$ cat config.mk
export PLATFORM = sky130hd
export DESIGN_NAME = braille_dot_sequencer
export DESIGN_NICKNAME = d
export VERILOG_FILES = /design/src/rtl/braille_dot_sequencer.sv
export SDC_FILE = /design/constraint.sdc
export NUM_CORES = 1
export LEC_CHECK = 0
export BUFFER_PORTS_ARGS = -buffer_cell sky130_fd_sc_hd__buf_2
export CORE_ASPECT_RATIO = 0.9
export CORE_MARGIN = 4
export CORE_UTILIZATION = 52
export CTS_BUF_LIST = sky130_fd_sc_hd__clkbuf_8 sky130_fd_sc_hd__clkbuf_16
export CTS_CLUSTER_DIAMETER = 60
export DETAILED_ROUTE_END_ITERATION = 10
export GPL_TIMING_DRIVEN = 0
export HOLD_SLACK_MARGIN = 0.08
export PLACE_DENSITY = 0.75
export SETUP_SLACK_MARGIN = 0.05
export SLEW_MARGIN = 0
export SYNTH_ARGS = -nofsm -noshare
export SYNTH_HDL_FRONTEND = slang
export SYNTH_SLANG_ARGS = --single-unit
$ cat constraint.sdc
create_clock -name clk -period 2.1 [get_ports clk]
set_clock_uncertainty 0.1 [all_clocks]
set_input_delay 0.63 -clock clk [delete_from_list [all_inputs] [get_ports clk]]
set_output_delay 0.63 -clock clk [all_outputs]
set_load 0.05 [all_outputs]
$ cat src/rtl/braille_dot_sequencer.sv
// braille_dot_sequencer
//   Takes one braille cell pattern over a valid/ready handshake and drives the
//   dot actuators in three phases: each raised dot is energised alone in turn
//   (pickup, limits peak current), then the full pattern is held, then all
//   dots are blanked for a gap before completion is signalled.
//
// Ports:
//   clk        clock, all logic on the rising edge
//   rst        synchronous active-high reset
//   in_valid   in_dots carries a pattern
//   in_ready   block accepts a pattern this cycle (forced low during reset)
//   in_dots    bit i = dot i+1 raised
//   dot_out    registered actuator drive, bit i energises dot i+1
//   busy       a cell is being displayed
//   cell_done  one-cycle pulse when a cell finishes its gap
//
// Optional build macro: BRAILLE_SEQ_PREFETCH_EN adds a one-entry input buffer
// so the next pattern can be accepted while busy and started straight after
// the current gap, with no IDLE cycle in between.

module braille_dot_sequencer #(
  parameter int DOTS         = 6,
  parameter int PULSE_CYCLES = 16,
  parameter int HOLD_CYCLES  = 1024,
  parameter int GAP_CYCLES   = 64
) (
  input  logic            clk,
  input  logic            rst,
  input  logic            in_valid,
  output logic            in_ready,
  input  logic [DOTS-1:0] in_dots,
  output logic [DOTS-1:0] dot_out,
  output logic            busy,
  output logic            cell_done
);

  localparam int IW = $clog2(DOTS);
  localparam int PW = $clog2(PULSE_CYCLES + 1);
  localparam int HW = $clog2(HOLD_CYCLES + 1);
  localparam int GW = $clog2(GAP_CYCLES + 1);
  // One phase counter shared by all states, sized for the longest phase.
  localparam int CW = (PW > HW) ? ((PW > GW) ? PW : GW) : ((HW > GW) ? HW : GW);

  typedef enum logic [1:0] {IDLE, PULSE, HOLD, GAP} state_t;

  state_t          state_q, state_d;
  logic [DOTS-1:0] pat_q, pat_d;
  logic [IW-1:0]   idx_q, idx_d;
  logic [CW-1:0]   cnt_q, cnt_d;
  logic [DOTS-1:0] dot_d;
  logic            done_d;

  logic            xfer;
  logic            gap_end;
  logic            start_go;
  logic [DOTS-1:0] start_pat;
  logic [DOTS-1:0] low_mask;
  logic [DOTS-1:0] higher;
  logic [IW-1:0]   start_idx;
  logic [IW-1:0]   next_idx;

  function automatic logic [IW-1:0] lowest_bit(input logic [DOTS-1:0] p);
    lowest_bit = '0;
    for (int i = DOTS - 1; i >= 0; i--) begin
      if (p[i]) lowest_bit = IW'(i);
    end
  endfunction

  assign xfer    = in_valid & in_ready;
  assign gap_end = (state_q == GAP) && (cnt_q == CW'(GAP_CYCLES - 1));
  assign busy    = (state_q != IDLE);

`ifdef BRAILLE_SEQ_PREFETCH_EN
  logic [DOTS-1:0] buf_q, buf_d;
  logic            buf_full_q, buf_full_d;
  logic            drain;

  assign in_ready = ~buf_full_q & ~rst;

  // A new cell starts either from the input directly (IDLE, or gap end with
  // nothing buffered) or from the buffer at gap end. Anything accepted that
  // does not start immediately is parked in the buffer.
  always_comb begin
    start_go   = 1'b0;
    start_pat  = in_dots;
    drain      = 1'b0;
    buf_d      = buf_q;
    buf_full_d = buf_full_q;
    if (state_q == IDLE && xfer) begin
      start_go = 1'b1;
    end else if (gap_end && buf_full_q) begin
      start_go   = 1'b1;
      start_pat  = buf_q;
      drain      = 1'b1;
      buf_full_d = 1'b0;
    end else if (gap_end && xfer) begin
      start_go = 1'b1;
    end
    if (xfer && !(start_go && !drain)) begin
      buf_d      = in_dots;
      buf_full_d = 1'b1;
    end
  end

  always_ff @(posedge clk) begin
    if (rst) begin
      buf_q      <= '0;
      buf_full_q <= 1'b0;
    end else begin
      buf_q      <= buf_d;
      buf_full_q <= buf_full_d;
    end
  end
`else
  assign in_ready  = (state_q == IDLE) & ~rst;
  assign start_go  = (state_q == IDLE) & xfer;
  assign start_pat = in_dots;
`endif

  // Bits of pat_q strictly above the current dot; the lowest of these is the
  // next dot to pulse, so clear bits are skipped without spending cycles.
  assign low_mask  = ((DOTS'(1) << idx_q) << 1) - DOTS'(1);
  assign higher    = pat_q & ~low_mask;
  assign next_idx  = lowest_bit(higher);
  assign start_idx = lowest_bit(start_pat);

  // Next-state logic. dot_out is registered, so its next value is computed
  // alongside the state it belongs to.
  always_comb begin
    state_d = state_q;
    pat_d   = pat_q;
    idx_d   = idx_q;
    cnt_d   = cnt_q + CW'(1);
    dot_d   = dot_out;
    done_d  = 1'b0;

    case (state_q)
      IDLE: begin
        cnt_d = '0;
        dot_d = '0;
      end
      PULSE: begin
        if (cnt_q == CW'(PULSE_CYCLES - 1)) begin
          cnt_d = '0;
          if (higher != '0) begin
            idx_d = next_idx;
            dot_d = DOTS'(1) << next_idx;
          end else begin
            state_d = HOLD;
            dot_d   = pat_q;
          end
        end
      end
      HOLD: begin
        if (cnt_q == CW'(HOLD_CYCLES - 1)) begin
          state_d = GAP;
          cnt_d   = '0;
          dot_d   = '0;
        end
      end
      GAP: begin
        if (gap_end) begin
          state_d = IDLE;
          cnt_d   = '0;
          dot_d   = '0;
          done_d  = 1'b1;
        end
      end
      default: begin
        state_d = IDLE;
        cnt_d   = '0;
        dot_d   = '0;
      end
    endcase

    // A blank cell (space) skips pickup and goes straight to the hold phase.
    if (start_go) begin
      pat_d = start_pat;
      cnt_d = '0;
      if (start_pat != '0) begin
        state_d = PULSE;
        idx_d   = start_idx;
        dot_d   = DOTS'(1) << start_idx;
      end else begin
        state_d = HOLD;
        idx_d   = '0;
        dot_d   = '0;
      end
    end
  end

  always_ff @(posedge clk) begin
    if (rst) begin
      state_q   <= IDLE;
      pat_q     <= '0;
      idx_q     <= '0;
      cnt_q     <= '0;
      dot_out   <= '0;
      cell_done <= 1'b0;
    end else begin
      state_q   <= state_d;
      pat_q     <= pat_d;
      idx_q     <= idx_d;
      cnt_q     <= cnt_d;
      dot_out   <= dot_d;
      cell_done <= done_d;
    end
  end

endmodule

Word-level counts from Yosys, hierarchy flattened
Index checks and enable logic that the tools add are counted.

operators by class
  reductions and logical operators = 14
  bitwise operators = 7
  muxes and demuxes = 36
  equality and inequality tests = 10
  $add $sub $neg = 2
  shift-type cells = 3

operators by type and width
  kind                                               number
  2-to-1 mux 3 bit                                   17
  one-hot mux 11 bit (4 select lines)                1
  2-to-1 mux 6 bit                                   6
  2-to-1 mux 11 bit                                  3
  one-hot mux 6 bit (4 select lines)                 1
  2-to-1 mux 2 bit                                   6
  != test 3 bit (second input constant)              4
  nonzero test 6 bit                                 2
  << shifter 1 x 3 -> 6 bit (first input constant)   2
  adder 11 x 1 -> 11 bit (second input constant)     1
  == test 11 x 10 -> 1 bit (second input constant)   1
  == test 11 x 4 -> 1 bit (second input constant)    1
  == test 11 x 6 -> 1 bit (second input constant)    1
  nonzero test 2 bit                                 4
  bitwise AND 6 bit                                  1
  NOT 6 bit                                          1
  one-hot mux 2 bit (3 select lines)                 1
  AND reduction 3 bit                                2
  subtractor 6 x 2 -> 6 bit (second input constant)  1
  AND reduction 5 bit                                1
  << shifter 1 x 3 -> 5 bit (first input constant)   1
  == test 2 bit (second input constant)              2
  nonzero test 4 bit                                 1
  OR reduction 2 bit                                 2
  other kinds (6)                                    9

storage, ports and cells
  flip-flop bits (word level) = 29
  logic and storage cells = 78
  input port bits = 9
  output and inout port bits = 9

Logic depth before layout (Yosys ltp)
  word-level depth = 15
  depth in mapped cells = 7
  gate-level depth less buffers = 7

Worst setup path after synthesis
No wires, ideal clock.

  path kind = flip-flop to flip-flop
  start = reg cnt_q[6]
  end = reg state_q[0]
  setup time = 0.122 ns
  buffers on the path = 0
  slack = -0.170 ns
  period minus slack after synthesis = 2.270 ns
  arrival = 2.049 ns
  cell stages (with the launch flop) = 6
  required time = 1.878 ns
  cells stage by stage = dfxtp_1 > or4_4 > o41ai_4 > nand3_2 > o31a_1 > o311a_1

between the ends
  cells in the longest elaborated chain, start to end = 4
  elaborated cells on any way between the ends = 8
  classes of those cells = eq/ne (6); reduce/logical (2)

RTL lines
  item                                      RTL line  source
  start, declared                           49        logic [CW-1:0] cnt_q, cnt_d;
  start signal, assigned                    204       cnt_q <= cnt_d;
  == test 11 x 6 -> 1 bit                   70        assign gap_end = (state_q == GAP) && (cnt_q == CW'(GAP_CYCLES - 1));
  logical AND 1 bit                         70
  != test 3 bit (no source line)            --
  AND reduction 5 bit (no source line) (*)  --
  end signal, assigned                      201       state_q <= state_d;
  end, declared                             46        state_t state_q, state_d;

Mark *: on every way between the ends. The rest lies on a longest branch, timed or not.
A chain may end at the register's enable or synchronous reset.

Final worst setup path
  start = reg cnt_q[10]
  end = reg state_q[0]

Same word-level chain as after synthesis.

==> reports/qor.csv <==
stage,metric,value,unit
yosys,async_flop_share,0,%
timing,period_needed,2.29,ns
timing,hold_viol,0,
yosys,synth_area_leaders,"dfxtp_1 35%, nor2_1 5.8%, ha_1 5.2%",
yosys,syn_inst,206,
placement,place_congestion,0.986,
critical_path,critPathRequiredTime,2.23,ns
clocking,ctsHtreeMaxLevel,2,
clocking,path_clk_slew,0.06,ns
floorplan,coreArea,3070,um2
floorplan,die_x,67.7,um
critical_path,r2r-start,cnt_q[10],
global_routing,grt-ovfl-total,0,
clocking,cts-hold-fix-buffers,0,
yosys,synth_compound_area_share,22.8,%
timing,max_freq,437,MHz
yosys,synthFlopType,dfxtp_1,
job,drv_cap,0,
route,dr.pass1.iters,4,
cells_and_area,final_cells,283,
pwr,vdd_ir_drop_max,0.867,mV
placement,post-place-ws,-0.406,ns
yosys,synth_commonest_cells,"29 x dfxtp_1, 26 x nor2_1, 19 x nand2_1",
critical_path,path_buf_inv,2,
pwr,p_per_area,1140,nW/um2
critical_path,cp-start-kind,flop,
cells_and_area,nNetsFinal,257,
outcome,failed_checks,setup timing,
route,via_per_inst,5.97,
clocking,cts.sinks,29,
clocking,cts_tree,built,
floorplan,ios,18,
cells_and_area,area_delta_synth_final,28.9,%
timing,rsz0062_at_grt,true,
route,drtIter0Drc,120,
timing,slew_headroom,67.0,%
yosys,synth_warnings,0,
route,ant_nets,0,
placement,dp_hpwl,2.92,mm
cells_and_area,diodes,0,
pwr,p_leak,0.857,nW
critical_path,path_cells,or4_4 -> buf_12 -> o41ai_4 -> nand3_2 -> buf_4 -> o311ai_1 -> o311a_1,
cells_and_area,drive_above_1_share,27.4,%
yosys,synth_area,1670,um2
route,wl_per_cell,15.7,um
global_routing,grt_max_degree,11,
critical_path,cp_slowest_cell,or4_4,
critical_path,cpPeakStageDelay,0.55,ns
critical_path,critPathTopFamily,compound AO/OA/AOI/OAI gates,
yosys,synth_top_family_by_area,simple AND/OR/NAND/NOR gates,
floorplan,fp-row-count,19,
global_routing,track_usage,23.8,%
clocking,numCtsBuffers,5,
yosys,synth_top_area_share,34.8,%
timing,setup_viol,11,
yosys,post-synth-top-count-cell,dfxtp_1,
yosys,ys_ff_latch,29,
timing,tightest_slew,0.495,ns
placement,portBuffers,17,
placement,placedCellCount,265,
yosys,yosysSeqAreaShare,34.8,%
route,remaining_drc_errors,0,
route,via_count,1690,
critical_path,cp.arrival,2.41,ns
global_routing,grt_antenna_before_repair,0,
critical_path,critical_path.max_fanout,5,
yosys,synth.area.mux_share,0.600,%
yosys,yosys.area.top_type,dfxtp_1,
clocking,insertion_delay,0.28,ns
critical_path,worstSetupPathType,flop to flop,
clocking,root_buffer,clkbuf_8,
worst_hold_path,min-delay-start,cnt_q[0],
yosys,synthAdderAreaFrac,5.25,%
floorplan,initial_core_util,54.4,%
floorplan,die_h,61.7,um
clocking,clock_path_buffers,2,
route,drt_wl_total,4.45,mm
timing,fin_crit_sh,109,%
yosys,synth_nets,222,
yosys,yosys.area_share.simple,26.9,%
timing,timing.final.ws_setup,-0.187,ns
outcome,status,"complete, but fails checks",
floorplan,die_area,4180,um2
yosys,synth_cell_type_count,51,
global_routing,grt_pass1_wl,7.21,mm
yosys,syn_area_per_cell,8.10,um2
yosys,synth_edf_count,0,
global_routing,grt_pass1_vias,1488,
timing,slew_violations,0,
critical_path,cp-end-kind,flop,
worst_hold_path,hold_class,flop to flop,
critical_path,startpoint,cnt_q[10],
yosys,synthXorXnorAreaFrac,4.72,%
[per-layer routing]
metal | track usage [%] | routed length (um) | share of wire [%]
met4 | 9.83 | 94 | 2.1
met2 | 33.4 | 1910 | 43
met5 | 0 | 0 | 0
met3 | 7.73 | 409 | 9.2
met1 | 33.4 | 2030 | 46
[worst reg2reg max path: stages (launching register included)]
cell and delay, ns:
dfxtp_4 0.34, or4_4 0.55, buf_12 0.15, o41ai_4 0.25, nand3_2 0.12, buf_4 0.19, o311ai_1 0.29, o311a_1 0.23
[per-stage QoR]
step	setup TNS (ns)	util, %	hold WS, ns	power, mW	instance area [um2]
after floorplan	-0.136	-	0.318	1.51	1680
after global placement	-3.46	59.4	0.330	1.73	1820
after detailed placement	-4.02	59.4	0.346	1.74	1820
after CTS	-0.647	67.4	0.355	2.33	2070
after global routing	-1.51	70.1	0.372	2.59	2150
final	-1.03	70.1	0.350	2.45	2150
[report_power, final]
group / internal (mW) / switching [mW] / total, mW
Clock: 0.254 / 0.199 / 0.453
Sequential: 0.657 / 0.0932 / 0.750
Combinational: 0.446 / 0.804 / 1.25
Total: 1.36 / 1.10 / 2.45
[cell usage in the layout, fill, tap and decap left out, types with 4 or more instances in the layout]
cell type / n
dfxtp_1: 26
xnor2_1: 5
nor2b_1: 5
clkbuf_8: 6
nand2_1: 16
buf_2: 16
xor2_1: 4
nor4_1: 4
nor2_1: 25
ha_1: 6
o21ai_0: 4
inv_1: 15
buf_4: 12
nand3_1: 7
a211oi_1: 5
a21oi_1: 10
nor3_1: 4
[sequential cells by signal, summed over array words and instances, names as in the netlist]
name	cells
cell_done	1
cnt_q	11
dot_out	6
idx_q	3
pat_q	6
state_q	2
[path summary, 6_finish.rpt]
path / cells after the start / end / slack (ns)
hold / removal: 1 / cnt_q[0] / 0.35
setup / recovery: 7 / state_q[0] / -0.19
hold reg to reg: 1 / cnt_q[0] / 0.35
setup reg to reg: 7 / state_q[0] / -0.19
[cell type report]
| cell class | count | area, um2 |
|---|---|---|
| plain buffers | 6 | 26.3 |
| fillers | 243 | 916 |
| multi-input cells | 155 | 1150 |
| clock buffers | 6 | 82.6 |
| flip-flops and latches | 29 | 587 |
| well taps | 42 | 52.6 |
| clock inverters | 1 | 3.75 |
| repair buffers | 29 | 196 |
| inverters | 15 | 56.3 |
[repair_timing]
item,in CTS,in global routing
buffers inserted,9,3
resized for setup,22,13
pin swaps,11,4
endpoints found under the setup margin,25,23
[kinds of logic (layout without fill, tap and decap cells)]
kind of cell,Yosys count,count (layout)
AO/OA/AOI/OAI,50,50
XOR/XNOR,9,9
adder cells (fa/ha/maj),7,7
buffers and inverters,22,57
flip-flops,29,29
multiplexers,1,1
AND/OR/NAND/NOR,88,88
(Power assumes the default switching activity.)
